## config.mk

```make
export PLATFORM = sky130hd
export DESIGN_NAME = pulse_spacer
export DESIGN_NICKNAME = d
export VERILOG_FILES = /design/src/rtl/pulse_spacer_pkg.sv /design/src/rtl/pulse_pend_ctr.sv /design/src/rtl/pulse_spacer.sv
export SDC_FILE = /design/constraint.sdc
export NUM_CORES = 1
export LEC_CHECK = 0
export BUFFER_PORTS_ARGS = -buffer_cell sky130_fd_sc_hd__buf_2
export CAP_MARGIN = 15
export CORE_AREA = 2 2 60 62
export DETAILED_ROUTE_END_ITERATION = 6
export DIE_AREA = 0 0 62 64
export PLACE_DENSITY = 0.53
export REMOVE_ABC_BUFFERS = 1
export SLEW_MARGIN = 5
export SYNTH_ARGS = -nofsm -noshare
export SYNTH_HDL_FRONTEND = slang
export SYNTH_HIERARCHICAL = 1
export SYNTH_SLANG_ARGS = --single-unit
```

## constraint.sdc

```tcl
create_clock -name clk -period 5.25 [get_ports clk]
set_clock_uncertainty 0.05 [all_clocks]
set_input_delay 0.525 -clock clk [delete_from_list [all_inputs] [get_ports clk]]
set_output_delay 0.525 -clock clk [all_outputs]
set_load 0.02 [all_outputs]
```

## src/rtl/pulse_spacer_pkg.sv

```systemverilog
// Shared parameters, types and helpers for the pulse_spacer block.
// Holds the T_SEP/DEPTH defaults, the pending-count width function and the arbiter pointer.
package pulse_spacer_pkg;

    localparam int T_SEP_DEF = 10;
    localparam int DEPTH_DEF = 4;
    localparam int GAP_W     = 8;

    typedef enum logic {
        PTR_CH1 = 1'b0,
        PTR_CH2 = 1'b1
    } arb_ptr_e;

    function automatic int cnt_w(input int depth);
        return $clog2(depth + 1);
    endfunction

endpackage

```

## src/rtl/pulse_pend_ctr.sv

```systemverilog
// Per-channel saturating pending-pulse counter (0..DEPTH).
// Ports: clk, rst_n, arrive, grant in; cnt, req (pending or arriving), drop (arrival lost) out.
module pulse_pend_ctr
    import pulse_spacer_pkg::*;
#(
    parameter int DEPTH = DEPTH_DEF,
    parameter int CW    = cnt_w(DEPTH)
) (
    input  logic          clk,
    input  logic          rst_n,
    input  logic          arrive,
    input  logic          grant,
    output logic [CW-1:0] cnt,
    output logic          req,
    output logic          drop
);

    logic [CW-1:0] cnt_q;
    logic [CW-1:0] cnt_d;

    assign cnt = cnt_q;
    assign req = (cnt_q != '0) || arrive;

    // An arrival granted in the same cycle passes straight through.
    always_comb begin
        cnt_d = cnt_q;
        drop  = 1'b0;
        unique case (1'b1)
            (arrive && !grant): begin
                if (cnt_q == CW'(DEPTH)) begin
                    drop = 1'b1;
                end else begin
                    cnt_d = cnt_q + CW'(1);
                end
            end
            (!arrive && grant): begin
                cnt_d = cnt_q - CW'(1);
            end
            default: begin
                cnt_d = cnt_q;
            end
        endcase
    end

    always_ff @(posedge clk or negedge rst_n) begin
        if (!rst_n) begin
            cnt_q <= '0;
        end else begin
            cnt_q <= cnt_d;
        end
    end

endmodule

```

## src/rtl/pulse_spacer.sv

```systemverilog
// Two-channel pulse spacer: queues pulses and emits them at least T_SEP cycles apart.
// Ports: clk, rst_n, in1, in2, ovf_clr in; out1, out2, busy, ovf (drop_cnt with PULSE_SPACER_STATS_EN) out.
module pulse_spacer
    import pulse_spacer_pkg::*;
#(
    parameter int T_SEP = T_SEP_DEF,
    parameter int DEPTH = DEPTH_DEF
) (
    input  logic        clk,
    input  logic        rst_n,
    input  logic        in1,
    input  logic        in2,
    input  logic        ovf_clr,
    output logic        out1,
    output logic        out2,
    output logic        busy,
    output logic        ovf
`ifdef PULSE_SPACER_STATS_EN
    ,
    output logic [15:0] drop_cnt
`endif
);

    localparam int CW = cnt_w(DEPTH);

    logic [CW-1:0]    cnt1;
    logic [CW-1:0]    cnt2;
    logic             req1;
    logic             req2;
    logic             gnt1;
    logic             gnt2;
    logic             drop1;
    logic             drop2;
    logic             emit;
    logic [GAP_W-1:0] gap_q;
    logic [GAP_W-1:0] gap_d;
    arb_ptr_e         ptr_q;
    arb_ptr_e         ptr_d;

    pulse_pend_ctr #(.DEPTH(DEPTH), .CW(CW)) u_ctr1 (
        .clk    (clk),
        .rst_n  (rst_n),
        .arrive (in1),
        .grant  (gnt1),
        .cnt    (cnt1),
        .req    (req1),
        .drop   (drop1)
    );

    pulse_pend_ctr #(.DEPTH(DEPTH), .CW(CW)) u_ctr2 (
        .clk    (clk),
        .rst_n  (rst_n),
        .arrive (in2),
        .grant  (gnt2),
        .cnt    (cnt2),
        .req    (req2),
        .drop   (drop2)
    );

    // The pointer only moves when both channels compete.
    always_comb begin
        gnt1  = 1'b0;
        gnt2  = 1'b0;
        ptr_d = ptr_q;
        if (gap_q == '0) begin
            unique case ({req1, req2})
                2'b11: begin
                    gnt1  = (ptr_q == PTR_CH1);
                    gnt2  = (ptr_q == PTR_CH2);
                    ptr_d = (ptr_q == PTR_CH1) ? PTR_CH2 : PTR_CH1;
                end
                2'b10:   gnt1 = 1'b1;
                2'b01:   gnt2 = 1'b1;
                default: ;
            endcase
        end
    end

    assign emit = gnt1 | gnt2;

    // Loading T_SEP-1 gives exactly T_SEP cycles between back-to-back pulses.
    always_comb begin
        gap_d = gap_q;
        if (emit) begin
            gap_d = GAP_W'(T_SEP - 1);
        end else if (gap_q != '0) begin
            gap_d = gap_q - GAP_W'(1);
        end
    end

    always_ff @(posedge clk or negedge rst_n) begin
        if (!rst_n) begin
            ptr_q <= PTR_CH1;
            gap_q <= '0;
            out1  <= 1'b0;
            out2  <= 1'b0;
            busy  <= 1'b0;
            ovf   <= 1'b0;
        end else begin
            ptr_q <= ptr_d;
            gap_q <= gap_d;
            out1  <= gnt1;
            out2  <= gnt2;
            busy  <= (cnt1 != '0) || (cnt2 != '0) ||
                     (gap_q != '0) || in1 || in2;
            if (drop1 || drop2) begin
                ovf <= 1'b1;
            end else if (ovf_clr) begin
                ovf <= 1'b0;
            end
        end
    end

`ifdef PULSE_SPACER_STATS_EN
    logic [1:0]  drops;
    logic [15:0] drop_base;
    logic [16:0] drop_sum;

    assign drops     = {1'b0, drop1} + {1'b0, drop2};
    assign drop_base = ovf_clr ? 16'h0000 : drop_cnt;
    assign drop_sum  = {1'b0, drop_base} + {15'b0, drops};

    always_ff @(posedge clk or negedge rst_n) begin
        if (!rst_n) begin
            drop_cnt <= '0;
        end else begin
            drop_cnt <= drop_sum[16] ? 16'hFFFF : drop_sum[15:0];
        end
    end
`endif

endmodule

```

==> flow_summary.json <==
{
  "cts_hold_repair.buffers": 0,
  "hpwlAfterDp_um": 1550,
  "fin_crit_sh_pct": 64.3,
  "cts.clk_slew.worst_paths_ps": 110,
  "max_cap_viol_count": 0,
  "seq_area_frac_synth_pct": 41.9,
  "timing_max_transition_violations_final": 0,
  "cp_num_cells": 11,
  "first_iter_violations": 43,
  "setup_repair_after_global_routing_missed_its_margin": "false",
  "top_level_ports": 9,
  "globalRouteOverflowTotal": 0,
  "n_diodes": 0,
  "worst_hold_path_type": "primary input to async pin",
  "timing.setup.critical_path_class": "register to register",
  "die-area_um2": 3970,
  "ys_warn_count": 6,
  "arrival_ps": 3520,
  "nets": 135,
  "endpoint": "u_ctr1/cnt[2]$_DFFE_PN0P_",
  "fp.dieW_um": 62,
  "synthToLayoutAreaGrowth_pct": 9.60,
  "share_of_the_synthesized_netlist_area_taken_by_xor_and_xnor_gates_pct": 1.55,
  "place.port_buffers": 8,
  "period_needed_ps": 3380,
  "chipHeight_um": 64,
  "drt_wl_total_um": 2110,
  "power.total_w": 0.000629,
  "netlist_instances": 115,
  "cpMaxStageDelayCell": "sky130_fd_sc_hd__or3b_2",
  "drc": 0,
  "endpoint_kind_of_the_worst_setup_timing_path": "register",
  "start_kind": "register",
  "area_fraction_in_compound_gates_after_synthesis_pct": 19.9,
  "rr_endpoint": "u_ctr1/cnt[2]$_DFFE_PN0P_",
  "hold_viol": 0,
  "start_util_pct": 34.5,
  "post_cts_resize_count": 0,
  "worst-slew-pin-transition_ps": 426,
  "synth.top_cell.area_share_pct": 41.9,
  "cts_made_buffers": 3,
  "peakVddDrop_v": 0.000201,
  "cts_tree": "built",
  "max-slew-margin-rel_pct": 71.6,
  "areal_power_density_over_the_cells_nw_per_um2": 506,
  "synth_mux_area_share_pct": 2.87,
  "grt_pass1_vias": 854,
  "critical-path-top-delay-family": "simple AND/OR/NAND/NOR gates",
  "outcome": "finished, final reports clean",
  "htreeDepth": 1,
  "cts_root_buf": "sky130_fd_sc_hd__clkbuf_4",
  "antenna_found_initial": 0,
  "cts_sinks": 19,
  "cp_cell_sequence": "inv_1, ha_1, or3b_2, or2_4, a211oi_2, nor2b_1, clkinv_1, fa_1, a211oi_1, a31oi_1, o311a_1",
  "crit_start": "gap_q[0]$_DFFE_PN0P_",
  "largest_family_of_logic_cells_by_synthesized_area": "simple AND/OR/NAND/NOR gates",
  "detail-route-antenna-nets": 0,
  "detail_route.first_pass.iterations": 4,
  "gp_routability_congestion": 0.822,
  "grt_first_pass_wirelength_um": 3630,
  "critical_path.max_fanout": 8,
  "data_required_time_of_the_worst_path_ps": 5390,
  "core_um2": 3280,
  "power.static_leakage_nw": 0.530,
  "mappedNetlistArea_um2": 1130,
  "clock_latency_ps": 290,
  "post_synth_main_area_contributors": "sky130_fd_sc_hd__dfrtp_1 42%, sky130_fd_sc_hd__inv_1 4.3%, sky130_fd_sc_hd__nor2_1 4.0%",
  "grtUsageTotal_pct": 12.2,
  "worst_reg2reg_path_length_in_cells": 11,
  "r2r_start": "gap_q[0]$_DFFE_PN0P_",
  "timing.fmax_mhz": 296,
  "setup_viol": 0,
  "floorplan.rows": 21,
  "cts_post_setup_buffers_inserted": 0,
  "synthesized_area_per_cell_um2": 9.86,
  "synth_top_area_cell": "sky130_fd_sc_hd__dfrtp_1",
  "dr_total_vias": 871,
  "synth.ff_latch_count": 19,
  "worst-path-buf-inv": 2,
  "detail_route.wl_per_cell_um": 12.4,
  "r2r_slack_ps": 1870,
  "post-route-util_pct": 37.8,
  "synth-simple-area-share_pct": 21.7,
  "yosys.area_share.adder_pct": 5.74,
  "cts_buffer_depth": 2,
  "detail_route.vias_per_cell": 5.09,
  "cp_slowest_stage_delay_ps": 550,
  "setup_total_negative_slack_ps": 0,
  "fraction_of_final_layout_cells_with_drive_strength_greater_than_1_pct": 22.4,
  "ys_types": 37,
  "grt_max_degree": 20
}
==> cells in the final DEF, fill, tap and decap left out, types with 3 or more instances in the layout <==
| master | synthesis | routed |
|---|---|---|
| sky130_fd_sc_hd__dfrtp_1 | 19 | 19 |
| sky130_fd_sc_hd__inv_1 | 13 | 13 |
| sky130_fd_sc_hd__nor2_1 | 12 | 12 |
| sky130_fd_sc_hd__buf_2 | 0 | 8 |
| sky130_fd_sc_hd__o21ai_0 | 7 | 7 |
| sky130_fd_sc_hd__nand2_1 | 5 | 5 |
| sky130_fd_sc_hd__nor2b_1 | 4 | 4 |
| sky130_fd_sc_hd__o21ai_1 | 4 | 4 |
| sky130_fd_sc_hd__or2_4 | 3 | 3 |
| sky130_fd_sc_hd__nor4_1 | 3 | 3 |
| sky130_fd_sc_hd__a211oi_1 | 3 | 3 |
| sky130_fd_sc_hd__a21oi_1 | 3 | 3 |
| sky130_fd_sc_hd__clkbuf_4 | 0 | 3 |
==> cell families (layout without fill, tap and decap cells) <==
| family | after synthesis | after routing |
|---|---|---|
| fa+ha+maj | 4 | 4 |
| xor+xnor | 2 | 2 |
| mux | 3 | 3 |
| compound gates | 30 | 30 |
| simple gates | 40 | 40 |
| flops | 19 | 19 |
| buf+inv | 17 | 27 |
==> area by class of cell <==
type | count | area [um^2]
inverters | 15 | 56.3
clock buffers | 4 | 26.3
fillers | 330 | 2040
multi-input cells | 79 | 587
flip-flops and latches | 19 | 475
well taps | 46 | 57.6
repair buffers | 8 | 40.0
==> metrics by stage <==
stage                     setup slack (ps)  hold slack, ps  cells  cell area (um^2)
after detailed placement              1890             425    167              1220
after global placement                2000             424    167              1220
after floorplan                       2180             179    113              1120
final                                 1870            99.6    171              1240
after global routing                  1610             109    171              1240
after CTS                             1890             103    171              1240
==> where the power goes <==
| group | internal, W | switching, W | total [W] |
|---|---|---|---|
| logic | 0.000129 | 0.000144 | 0.000273 |
| clock network | 0.0000296 | 0.0000447 | 0.0000742 |
| registers | 0.000205 | 0.0000772 | 0.000282 |
| total | 0.000363 | 0.000266 | 0.000629 |
==> worst min-delay path by stage <==
| stage | start | to | slack [ps] | cells after the start |
|---|---|---|---|---|
| 2_1_floorplan | rst_n | busy$_DFF_PN0_ | 180 | 0 |
| 3_3_place_gp | gap_q[5]$_DFFE_PN0P_ | gap_q[5]$_DFFE_PN0P_ | 420 | 1 |
| 3_5_place_dp | gap_q[5]$_DFFE_PN0P_ | gap_q[5]$_DFFE_PN0P_ | 430 | 1 |
| 4_1_cts | rst_n | u_ctr2/cnt[0]$_DFFE_PN0P_ | 100 | 1 |
| 5_1_grt | rst_n | ptr_q$_DFFE_PN0P_ | 110 | 1 |
| 6_report | rst_n | out1$_DFF_PN0_ | 100 | 1 |
==> state kept, by name (all words and copies together), names as in the netlist <==
register	flops
out1	1
gap_q	8
u_ctr1/cnt	3
ovf	1
busy	1
ptr_q	1
out2	1
u_ctr2/cnt	3
==> cell usage after synthesis (all sizes together) <==
library cell  number
clkinv             2
nor2b              4
mux2               2
xnor2              1
a211oi             4
a21oi              3
o31ai              2
mux2i              1
clkbuf             1
o311a              2
and3b              2
a32oi              2
or3b               1
inv               13
or2                3
a31oi              2
nand2              5
o21ai             11
nor3               3
xor2               1
dfrtp             19
o211ai             2
nor2              12
nor4               4
and2b              2
fa                 2
buf                1
ha                 2
nor4b              1
a22oi              2
nand3              1
or4                2
==> metal layers <==
layer  vias to the layer above  wire (um)  track usage (%)
li1                        426          -                -
met1                       429        991             15.1
met2                        14       1040             18.9
met3                         2         65             4.05
met4                         0         18             5.05
met5                         -          0                0
(Power assumes the default switching activity.)
